===== config.mk =====
export PLATFORM = sky130hd
export DESIGN_NAME = aes_scheduler_flat
export DESIGN_NICKNAME = d
export VERILOG_FILES = /design/src/rtl/aes_sched_pkg.sv /design/src/rtl/aes_scheduler_if.sv /design/src/rtl/aes_scheduler_rr_arbiter.sv /design/src/rtl/aes_scheduler.sv /design/src/flat_wrapper.sv
export SDC_FILE = /design/constraint.sdc
export NUM_CORES = 1
export LEC_CHECK = 0
export BUFFER_PORTS_ARGS = -buffer_cell sky130_fd_sc_hd__buf_2
export CORE_AREA = 2 2 402 404
export DETAILED_ROUTE_END_ITERATION = 10
export DIE_AREA = 0 0 404 406
export PLACE_DENSITY = 0.34
export SLEW_MARGIN = 10
export SYNTH_ARGS = -nofsm -noshare
export SYNTH_HDL_FRONTEND = slang
export SYNTH_SLANG_ARGS = --single-unit

===== constraint.sdc =====
create_clock -name clk -period 2.01 [get_ports clk]
set_clock_uncertainty 0.2 [all_clocks]
set_input_delay 0.3015 -clock clk [delete_from_list [all_inputs] [get_ports clk]]
set_output_delay 0.3015 -clock clk [all_outputs]
set_load 0.02 [all_outputs]

===== src/rtl/aes_sched_pkg.sv =====
// Package for the AES-128 core scheduler.
// Provides the block and timeout-counter widths and the scheduler state enum.
package aes_sched_pkg;

    localparam int AES_BLK_W    = 128;
    localparam int AES_TO_CNT_W = 6;

    typedef enum logic [2:0] {
        ST_IDLE   = 3'd0,
        ST_CLEAR  = 3'd1,
        ST_LAUNCH = 3'd2,
        ST_WAIT   = 3'd3,
        ST_RESP   = 3'd4
    } aes_sched_state_e;

endpackage


===== src/rtl/aes_scheduler_if.sv =====
// Requester-side bus of the AES scheduler.
//   req_valid/req_ready          : per-requester request handshake
//   req_plaintext/req_key        : flattened operands, requester i at [i*128 +: 128]
//   rsp_valid/rsp_ready          : per-requester response handshake
//   rsp_data/rsp_err             : shared ciphertext and timeout flag
// master = requesters, slave = scheduler.
interface aes_scheduler_if
    import aes_sched_pkg::*;
#(
    parameter int NUM_REQ = 2
);
    logic [NUM_REQ-1:0]           req_valid;
    logic [NUM_REQ-1:0]           req_ready;
    logic [NUM_REQ*AES_BLK_W-1:0] req_plaintext;
    logic [NUM_REQ*AES_BLK_W-1:0] req_key;
    logic [NUM_REQ-1:0]           rsp_valid;
    logic [NUM_REQ-1:0]           rsp_ready;
    logic [AES_BLK_W-1:0]         rsp_data;
    logic                         rsp_err;

    modport master (
        output req_valid, req_plaintext, req_key, rsp_ready,
        input  req_ready, rsp_valid, rsp_data, rsp_err
    );

    modport slave (
        input  req_valid, req_plaintext, req_key, rsp_ready,
        output req_ready, rsp_valid, rsp_data, rsp_err
    );
endinterface


===== src/rtl/aes_scheduler_rr_arbiter.sv =====
// Combinational round-robin arbiter.
//   req_i   : request vector
//   last_i  : index of the most recent winner; search starts at last_i+1
//   grant_o : one-hot grant (zero when no request)
//   idx_o   : binary index of the grant
module rr_arbiter #(
    parameter int NUM_REQ = 2,
    parameter int IDX_W   = $clog2(NUM_REQ)
) (
    input  logic [NUM_REQ-1:0] req_i,
    input  logic [IDX_W-1:0]   last_i,
    output logic [NUM_REQ-1:0] grant_o,
    output logic [IDX_W-1:0]   idx_o
);
    logic             found_s;
    logic [IDX_W-1:0] cand_s;

    // Scan requesters from last_i+1 around to last_i, keep the first hit
    always_comb begin
        grant_o = '0;
        idx_o   = '0;
        found_s = 1'b0;
        cand_s  = '0;
        for (int k = 1; k <= NUM_REQ; k++) begin
            cand_s = IDX_W'((int'(last_i) + k) % NUM_REQ);
            if (!found_s && req_i[cand_s]) begin
                found_s         = 1'b1;
                grant_o[cand_s] = 1'b1;
                idx_o           = cand_s;
            end else begin
                found_s = found_s;
            end
        end
    end
endmodule


===== src/rtl/aes_scheduler.sv =====
// Shares one iterative AES-128 core between NUM_REQ requesters.
// Round-robin arbitration, then CLEAR (core reset pulse), LAUNCH (start
// pulse), WAIT (sticky core_done) and RESP (result to the issuing requester).
// Ports:
//   clk, reset          : clock, synchronous active-high reset
//   bus (slave)         : requester request/response bus
//   core_rst/core_start : core control, core_rst = reset | CLEAR
//   core_plaintext/key  : operands, stable from CLEAR through RESP
//   core_ciphertext     : core result
//   core_done           : sticky done, only looked at in WAIT
// Optional feature: define AES_SCHED_TIMEOUT_EN to abort a job that has
// spent TIMEOUT cycles in WAIT (rsp_err=1, rsp_data=0). Without it WAIT is
// unbounded and rsp_err is tied to 0.
module aes_scheduler
    import aes_sched_pkg::*;
#(
    parameter int NUM_REQ = 2,
    parameter int TIMEOUT = 31
) (
    input  logic                 clk,
    input  logic                 reset,
    aes_scheduler_if.slave       bus,
    output logic                 core_rst,
    output logic                 core_start,
    output logic [AES_BLK_W-1:0] core_plaintext,
    output logic [AES_BLK_W-1:0] core_key,
    input  logic [AES_BLK_W-1:0] core_ciphertext,
    input  logic                 core_done
);
    localparam int IDX_W = (NUM_REQ > 1) ? $clog2(NUM_REQ) : 1;
    localparam logic [NUM_REQ-1:0] ONE_HOT0 = {{(NUM_REQ-1){1'b0}}, 1'b1};

    aes_sched_state_e     state_q, state_d;
    logic [IDX_W-1:0]     idx_q, last_q, grant_idx_s;
    logic [NUM_REQ-1:0]   grant_s, rsp_valid_q;
    logic [AES_BLK_W-1:0] pt_q, key_q, rsp_data_q;
    logic                 start_q, accept_s, done_hit_s, to_hit_s;

    rr_arbiter #(
        .NUM_REQ (NUM_REQ),
        .IDX_W   (IDX_W)
    ) u_arb (
        .req_i   (bus.req_valid),
        .last_i  (last_q),
        .grant_o (grant_s),
        .idx_o   (grant_idx_s)
    );

`ifdef AES_SCHED_TIMEOUT_EN
    logic [AES_TO_CNT_W-1:0] to_cnt_q;
    logic                    rsp_err_q;

    // WAIT-cycle counter: zero in the first WAIT cycle, +1 every WAIT cycle
    always_ff @(posedge clk) begin
        if (reset) begin
            to_cnt_q <= '0;
        end else if (state_q == ST_LAUNCH) begin
            to_cnt_q <= '0;
        end else if (state_q == ST_WAIT) begin
            to_cnt_q <= to_cnt_q + AES_TO_CNT_W'(1);
        end
    end

    // Count is about to reach TIMEOUT in this cycle; a done in the same cycle wins
    assign to_hit_s = (state_q == ST_WAIT) && !core_done &&
                      (to_cnt_q == AES_TO_CNT_W'(TIMEOUT - 1));

    // Error flag: set by an abort, cleared by a normal completion
    always_ff @(posedge clk) begin
        if (reset) begin
            rsp_err_q <= 1'b0;
        end else if (done_hit_s) begin
            rsp_err_q <= 1'b0;
        end else if (to_hit_s) begin
            rsp_err_q <= 1'b1;
        end
    end

    assign bus.rsp_err = rsp_err_q;
`else
    assign to_hit_s    = 1'b0;
    assign bus.rsp_err = 1'b0;
`endif

    // Next-state logic of the job sequencer
    always_comb begin
        state_d    = state_q;
        accept_s   = 1'b0;
        done_hit_s = 1'b0;
        case (state_q)
            ST_IDLE: begin
                if (|grant_s) begin
                    accept_s = 1'b1;
                    state_d  = ST_CLEAR;
                end else begin
                    state_d = ST_IDLE;
                end
            end
            ST_CLEAR:  state_d = ST_LAUNCH;
            ST_LAUNCH: state_d = ST_WAIT;
            ST_WAIT: begin
                if (core_done) begin
                    done_hit_s = 1'b1;
                    state_d    = ST_RESP;
                end else if (to_hit_s) begin
                    state_d = ST_RESP;
                end else begin
                    state_d = ST_WAIT;
                end
            end
            ST_RESP: begin
                if (bus.rsp_ready[idx_q]) begin
                    state_d = ST_IDLE;
                end else begin
                    state_d = ST_RESP;
                end
            end
            default: state_d = ST_IDLE;
        endcase
    end

    // State, operand, result and registered-output updates
    always_ff @(posedge clk) begin
        if (reset) begin
            state_q     <= ST_IDLE;
            idx_q       <= '0;
            last_q      <= IDX_W'(NUM_REQ - 1);
            pt_q        <= '0;
            key_q       <= '0;
            rsp_data_q  <= '0;
            rsp_valid_q <= '0;
            start_q     <= 1'b0;
        end else begin
            state_q     <= state_d;
            start_q     <= (state_d == ST_LAUNCH);
            rsp_valid_q <= (state_d == ST_RESP) ? (ONE_HOT0 << idx_q) : '0;
            if (accept_s) begin
                pt_q   <= bus.req_plaintext[int'(grant_idx_s)*AES_BLK_W +: AES_BLK_W];
                key_q  <= bus.req_key[int'(grant_idx_s)*AES_BLK_W +: AES_BLK_W];
                idx_q  <= grant_idx_s;
                last_q <= grant_idx_s;
            end
            if (done_hit_s) begin
                rsp_data_q <= core_ciphertext;
            end else if (to_hit_s) begin
                rsp_data_q <= '0;
            end
        end
    end

    // Acceptance strobe is combinational and suppressed while in reset
    always_comb begin
        if ((state_q == ST_IDLE) && !reset) begin
            bus.req_ready = grant_s;
        end else begin
            bus.req_ready = '0;
        end
    end

    // The core is held in reset for the whole of reset as well as during CLEAR
    assign core_rst       = reset | (state_q == ST_CLEAR);
    assign core_start     = start_q;
    assign core_plaintext = pt_q;
    assign core_key       = key_q;
    assign bus.rsp_valid  = rsp_valid_q;
    assign bus.rsp_data   = rsp_data_q;
endmodule


===== src/flat_wrapper.sv =====
// flat-port wrapper written by rule: the top's interface ports become plain ports
module aes_scheduler_flat import aes_sched_pkg::*;
#(
    parameter int NUM_REQ = 2,
    parameter int TIMEOUT = 31
)
  (clk, reset, core_rst, core_start, core_plaintext, core_key, core_ciphertext, core_done, bus_req_valid, bus_req_plaintext, bus_req_key, bus_rsp_ready, bus_req_ready, bus_rsp_valid, bus_rsp_data, bus_rsp_err);
  aes_scheduler_if #(.NUM_REQ(NUM_REQ)) bus_i ();
  input  logic clk;
  input  logic reset;
  output logic core_rst;
  output logic core_start;
  output logic [AES_BLK_W-1:0] core_plaintext;
  output logic [AES_BLK_W-1:0] core_key;
  input  logic [AES_BLK_W-1:0] core_ciphertext;
  input  logic core_done;
  input wire logic [$bits(bus_i.req_valid)-1:0] bus_req_valid;
  input wire logic [$bits(bus_i.req_plaintext)-1:0] bus_req_plaintext;
  input wire logic [$bits(bus_i.req_key)-1:0] bus_req_key;
  input wire logic [$bits(bus_i.rsp_ready)-1:0] bus_rsp_ready;
  output wire logic [$bits(bus_i.req_ready)-1:0] bus_req_ready;
  output wire logic [$bits(bus_i.rsp_valid)-1:0] bus_rsp_valid;
  output wire logic [$bits(bus_i.rsp_data)-1:0] bus_rsp_data;
  output wire logic [$bits(bus_i.rsp_err)-1:0] bus_rsp_err;
  assign bus_i.req_valid = bus_req_valid;
  assign bus_i.req_plaintext = bus_req_plaintext;
  assign bus_i.req_key = bus_req_key;
  assign bus_i.rsp_ready = bus_rsp_ready;
  assign bus_req_ready = bus_i.req_ready;
  assign bus_rsp_valid = bus_i.rsp_valid;
  assign bus_rsp_data = bus_i.rsp_data;
  assign bus_rsp_err = bus_i.rsp_err;
  aes_scheduler #(.NUM_REQ(NUM_REQ), .TIMEOUT(TIMEOUT)) u_core (.clk(clk), .reset(reset), .bus(bus_i), .core_rst(core_rst), .core_start(core_start), .core_plaintext(core_plaintext), .core_key(core_key), .core_ciphertext(core_ciphertext), .core_done(core_done));
endmodule

# After elaboration in Yosys (flattened, before gate mapping)
# Index checks and enable logic that the tools add are counted.
# totals
input_bits	647
ff_bits	392
# classes
n_bitwise	3
n_addsub	2
n_shift	3
n_lt_le_gt_ge	5
reduce_logical	9
eq_ne	6
n_mux	24
# ops
op	count
$shiftx 256x9->128	2
$mux 1	16
$pmux 3 s5	1
$eq 3x2->1 const B	3
$eq 3x3->1 const B	2
$lt 1x2->1 const B	3
$mux 2	3
$mux 3	2
$logic_and 1x1->1	4
$reduce_or 2->1	2
$eq 3x1->1 const B	1
$logic_not 3->1	1
$add 1x1->1 const B	2
$demux 1 s1	2
$ge 1x1->1 const B	2
$logic_not 1->1	2
$or 2x2->2	1
$shl 1x1->2 const A	1
$not 1->1	1
$or 1x1->1	1

# Logic depth before layout (Yosys ltp)
# Gate-level depths: netlist (run 1).
# logic_depth
word_depth	14
mapped_depth	7

# Cells and area by module
# Synthesis (run 1) repeated with hierarchy kept, for this count alone.
# unflattened
cells_unflattened	1769
area_unflattened_um2	17864.6
# modules_own_cells
mod	area_each_um2	instances	cells_per_inst
aes_scheduler	17838.4	1	1765
rr_arbiter	26.3	1	4

# Worst setup path after synthesis (run 1)
# OpenSTA, ideal clock, no wires.
# synth_path
kind	reg2out
start	register u_core.state_q[1]
end	output bus_req_ready[0]
stages_incl_launch_ff	8
t_required_ns	1.508
path_buffers	4
t_arrival_ns	1.753
setup_slack_ns	-0.244
cell_sequence	dfxtp_1 > buf_6 > or4b_4 > a21o_1 > buf_6 > buf_6 > buf_6 > nor2_1
# synth_via
elab_chain_cells	3
# synth_rtl
item	line_no	rtl
start: declaration	aes_scheduler.sv:33	aes_sched_state_e state_q, state_d;
start signal: assignment	aes_scheduler.sv:134	state_q <= state_d;
$logic_not 3->1	aes_scheduler.sv:153	if ((state_q == ST_IDLE) && !reset) begin
$logic_and 1x1->1	aes_scheduler.sv:153	
$mux 2	aes_scheduler.sv:153	
end: declaration	flat_wrapper.sv:21	output wire logic [$bits(bus_i.req_ready)-1:0] bus_req_ready;
# Every way passes these cells.

# Worst setup path in the final report (run 1)
# layout_path
start	register u_core.state_q[0]
end	output bus_req_ready[0]
# The elaborated chain is that of the path after synthesis.

==> results of run 1 <==
==> how the worst max path moves through the flow <==
stage / startpoint / endpoint / slack (ps)
after CTS: u_core.state_q[2] / bus_req_ready[0] / -610
final: u_core.state_q[0] / bus_req_ready[0] / -540
after global placement: bus_req_valid[0] / u_core.core_key[114] / -250
after detailed placement: bus_req_valid[0] / u_core.core_plaintext[45] / -270
after floorplan: u_core.state_q[1] / bus_req_ready[0] / -90
after global routing: u_core.state_q[0] / bus_req_ready[0] / -610
==> metal layers <==
metal  wire length [µm]  global-route usage [%]
met1              52200                    17.6
met2              57100                    23.0
met3               7510                    2.93
met4               4210                    4.58
met5                 83                       0
==> power by group <==
group	total [W]	switching [W]	internal, W
registers	0.00937	0.000637	0.00874
clock network	0.00931	0.00401	0.00531
logic	0.00886	0.00503	0.00382
total	0.0275	0.00968	0.0179
==> layout make-up <==
| cell class | count | area [µm²] |
|---|---|---|
| fillers | 17887 | 127000 |
| repair buffers | 1828 | 13600 |
| diodes | 12 | 30.0 |
| inverters | 259 | 972 |
| clock buffers | 82 | 1520 |
| flip-flops and latches | 392 | 7850 |
| multi-input cells | 931 | 6360 |
| clock inverters | 10 | 109 |
| well taps | 2086 | 2610 |
==> flip-flops by register name (all words and copies together), names as in the netlist <==
register	count
u_core.core_key	128
u_core.last_q	1
u_core.idx_q	1
u_core.core_start	1
u_core.state_q	3
u_core.bus.rsp_valid	2
u_core.bus.rsp_data	128
u_core.core_plaintext	128
==> worst max-delay path: stages (launching register included) <==
cell,delay (ps)
dfxtp_1,310
or4b_4,540
a21o_4,220
buf_16,130
nor2_4,80
buf_6,120
==> placed cells by master, fill, tap and decap left out, types with 19 or more instances in the layout <==
| cell | synthesis | final |
|---|---|---|
| o221a_2 | 27 | 27 |
| clkbuf_1 | 129 | 19 |
| o221a_1 | 229 | 229 |
| buf_2 | 10 | 1032 |
| buf_12 | 0 | 37 |
| inv_1 | 259 | 259 |
| dlygate4sd3_1 | 0 | 649 |
| o22ai_1 | 256 | 256 |
| clkbuf_16 | 0 | 53 |
| buf_4 | 1 | 85 |
| a21oi_1 | 132 | 132 |
| dfxtp_1 | 392 | 391 |
| nand2_1 | 261 | 260 |
==> kinds of logic (layout without fill, tap and decap cells) <==
kind of cell | Yosys count | in the layout | synth area share (%)
other | 1 | 13 | 0.0233
buffers and inverters | 450 | 2179 | 11.9
flip-flops | 392 | 392 | 48.8
AO/OA/AOI/OAI | 650 | 650 | 32.3
multiplexers | 2 | 2 | 0.125
AND/OR/NAND/NOR | 278 | 278 | 6.78
==> stage by stage <==
stage	total power [W]	hold slack (ps)
2_1_floorplan	0.0131	200
3_3_place_gp	0.0170	239
3_5_place_dp	0.0170	243
4_1_cts	0.0280	6.72
5_1_grt	0.0288	51.2
6_report	0.0275	59.1
==> what timing repair did <==
item,4_1_cts,5_1_grt
gates cloned,10,1
setup buffers,4,5
endpoints found under the hold margin,390,0
hold buffers,649,0
setup endpoints to repair,198,260
gates resized for setup,25,13
pin swaps,1,1
==> impl_metrics.ini, run 1 <==
[cells_and_area]
postLayoutCellArea_mm2 = 0.0331
synthToLayoutAreaGrowth_pct = 106
stdcell_count = 5600
utilization_pct = 20.7
num-nets-final = 4111
drive_gt1_share_pct = 36.8

[synthesis]
yosysWarnings = 0
synth_fp_nets = 2420
syn_inst = 1773
synth_edf_count = 0
synth_seq_cells = 392
yosys-top-cells-area = dfxtp_1, o221a_1, o22ai_1
post-synth-top-area-cell = dfxtp_1
yosysUniqueCellTypes = 28
syn_area_per_cell_um2 = 9.06
ys_top_cells_by_count = dfxtp_1, nand2_1, inv_1
synthArstFlopShare_pct = 0
ys_seq_area_share_pct = 48.8
yosysTopAreaCellShare_pct = 48.8
synth_most_common_cell = dfxtp_1
synth_area_mm2 = 0.0161
ys.flop_type = dfxtp_1

[route]
drt-total-wl_um = 121000
ant_nets = 0
vias = 20593
drc = 0
via_per_inst = 3.68
drtPass1Iterations = 5
wl_per_cell_um = 21.6
drt_iter0_drc = 1115

[worst_setup_path]
crit_required_ps = 1510
regToRegSetupSlack_ps = -540
crit_fanout = 2
critPathArrivalTime_ps = 2050
r2r_start = u_core.state_q[0]
ff2ff_path_depth = 7
path_class = reg2out
reg2reg_to = u_core.core_plaintext[47]
critPathCaptureType = primary output
start_kind = flip-flop

[sta]
hold_violations = 0
fin_crit_sh_pct = 127
fmax_mhz = 392
worst_slack_ps = -542
final_max_slew_viol_count = 0
fin_crit_ps = 2550
rsz0062_at_grt = true
final-setup-viol-count = 258
worst_pin_slew_ps = 890
relSlewSlack_pct = 40.5
setup_tns_ps = -86080

[global_route]
grt_max_degree = 69
overflow = 0
track_usage_pct = 13.8
first_global_vias = 21115
antenna_found_initial = 26
grt_pass1_wl_um = 163000

[placed_design]
postPlaceCellArea_mm2 = 0.0243
pre_cts_slack_ps = -270
gp_congestion = 0.869
port_buffers = 1036
dp.cells = 4827
hpwl_um = 92200

[power]
p_per_area_mw_per_mm2 = 833
p_leak_nw = 14.4
irDropWorstVdd_mv = 0.550

[floorplanning]
coreArea_mm2 = 0.160
io_pins = 1038
die-area_mm2 = 0.164
fp.dieW_um = 404
start_util_pct = 10.1
rows = 147
die_h_um = 406

[hold_path]
min_to = u_core.bus.rsp_data[1]
min_path_cells = 4
hold_path_class = in2reg
min-delay-start = reset

[status]
status = complete, but fails checks
violations = negative setup slack

[clocking]
cts_buffer_depth = 3
clk_latency_ps = 640
htree_levels = 2
cts_num_sinks = 392
cts.clk_slew.worst_paths_ps = 60
cts_buffers = 52
cts_tree = yes
root_buffer = clkbuf_16

[flow_run]
cap_violations = 0
(Power assumes the default switching activity.)
==> run 2: changes to the inputs <==
CORE_AREA = 10 10 398 400   (was 2 2 402 404)
DIE_AREA = 0 0 408 410   (was 0 0 404 406)
PLACE_DENSITY = 0.35   (was 0.34)
==> run 2 against run 1 <==
Compared with the run above:
- the flow still finishes with violations (negative setup slack)
- setup slack better by 24 ps
- largest power group is now clock
- combinational power grew 2%
- critical path type unchanged
- fmax up 0.95%
- hold slack improved by 0.73 ps
- total power up 3.4%
- critical endpoint unchanged
- clock-buffer cell count decreased by 1
==> impl_metrics.ini, run 2 (synthesized netlist as in run 1, its figures left out) <==
[worst_setup_path]
crit_fanout = 2
critPathSlowestCell = or4b_4
path_class = reg2out
crit_required_ps = 1510
critPathMaxStageDelay_ps = 540
start_kind = flip-flop
r2r_start = u_core.state_q[1]
critPathCaptureType = primary output
crit_chain = or4b_4, a21o_4, buf_12, nor2_4, buf_6
regToRegSetupSlack_ps = -380
critPathArrivalTime_ps = 2030
cp-startpoint = u_core.state_q[1]

[sta]
relSlewSlack_pct = 52.6
whs_ps = 59.8
final_max_slew_viol_count = 0
fmax_mhz = 396
worst_pin_slew_ps = 711
final-setup-viol-count = 259
rsz0062_at_grt = true
setup_tns_ps = -74540
hold_violations = 0
fin_crit_sh_pct = 126
fin_crit_ps = 2530
worst_slack_ps = -518

[status]
status = complete, but fails checks
violations = negative setup slack

[route]
drt-total-wl_um = 129000
drc = 0
drt_iter0_drc = 1238
drtPass1Iterations = 7
vias = 20738
ant_nets = 0
wl_per_cell_um = 23.3
via_per_inst = 3.73

[cells_and_area]
synthToLayoutAreaGrowth_pct = 108
num-nets-final = 4117
final_cell_mix = buf_2, dlygate4sd3_1, dfxtp_1, nand2_1, inv_1
drive_gt1_share_pct = 37.0
utilization_pct = 22.2
stdcell_count = 5557
num-fill-cells = 16784
final_common_cell = buf_2

[global_route]
grt_pass1_wl_um = 175000
overflow = 0
grt_max_degree = 84
track_usage_pct = 14.2
first_global_vias = 21717
antenna_found_initial = 34

[power]
p_leak_nw = 14.6
irDropWorstVdd_mv = 0.645
p_per_area_mw_per_mm2 = 851

[clocking]
cts_buffers = 53
cts_tree = yes
cts_buffer_depth = 3
root_buffer = clkbuf_16
clk_latency_ps = 630
cts.clk_slew.worst_paths_ps = 60
cts_num_sinks = 392
htree_levels = 2

[floorplanning]
rows = 143
coreArea_mm2 = 0.151
die_h_um = 410
die-area_mm2 = 0.167
start_util_pct = 10.7
io_pins = 1038
fp.dieW_um = 408

[hold_path]
min-delay-start = bus_req_valid[0]
hold_path_class = in2reg

[placed_design]
port_buffers = 1036
hpwl_um = 99000
dp.cells = 4748
gp_congestion = 0.858
pre_cts_slack_ps = -199

[flow_run]
cap_violations = 0
[run 2: stage by stage]
step / instance area, µm² / total power (W)
after global placement: 24100 / 0.0170
after CTS: 32700 / 0.0286
after detailed placement: 24100 / 0.0170
final: 33400 / 0.0285
after floorplan: 16100 / 0.0131
after global routing: 33400 / 0.0297
[run 2: layer usage]
layer	GRT usage [%]	vias up	share of wire (%)
li1	-	9855	-
met1	17.9	9957	43
met2	24.3	781	48
met3	3.24	129	5.5
met4	3.85	16	2.8
met5	0	-	0.075
[run 2: power breakdown]
group,switching (W),internal [W]
sequential,0.000681,0.00874
combinational,0.00509,0.00393
clock,0.00412,0.00592
total,0.00989,0.0186
[run 2: worst max-delay path, delay by kind of cell, from the launching register on]
family | cells | cell delay [ps]
compound gates | 1 | 210
buf+inv | 2 | 250
simple gates | 2 | 610
flops | 1 | 320
[run 2: final cells by class]
cell class / instances / area (µm²) / area share, %
clock buffer: 81 / 1580 / 4.73
antenna: 17 / 42.5 / 0.127
timing repair buffer: 1833 / 13900 / 41.4
inverter: 259 / 972 / 2.91
clock inverter: 14 / 211 / 0.632
sequential: 392 / 7850 / 23.5
multi-input combinational: 931 / 6390 / 19.1
tap: 2030 / 2540 / 7.59
[run 2: repair_timing]
| item | 4_1_cts | 5_1_grt |
|---|---|---|
| endpoints found under the hold margin | 391 | 0 |
| pin swaps | 4 | 3 |
| hold buffers | 654 | 0 |
| endpoints found under the setup margin | 226 | 260 |
| resized for setup | 22 | 41 |
| buffers inserted | 6 | 20 |
| gates cloned | 4 | 17 |
[run 2: final timing paths]
kind,to,cells after the start
worst max-delay path,bus_req_ready[0],5
worst min-delay path,u_core.last_q,5
worst max register to register,u_core.core_plaintext[102],7
worst min register to register,u_core.bus.rsp_data[112],2
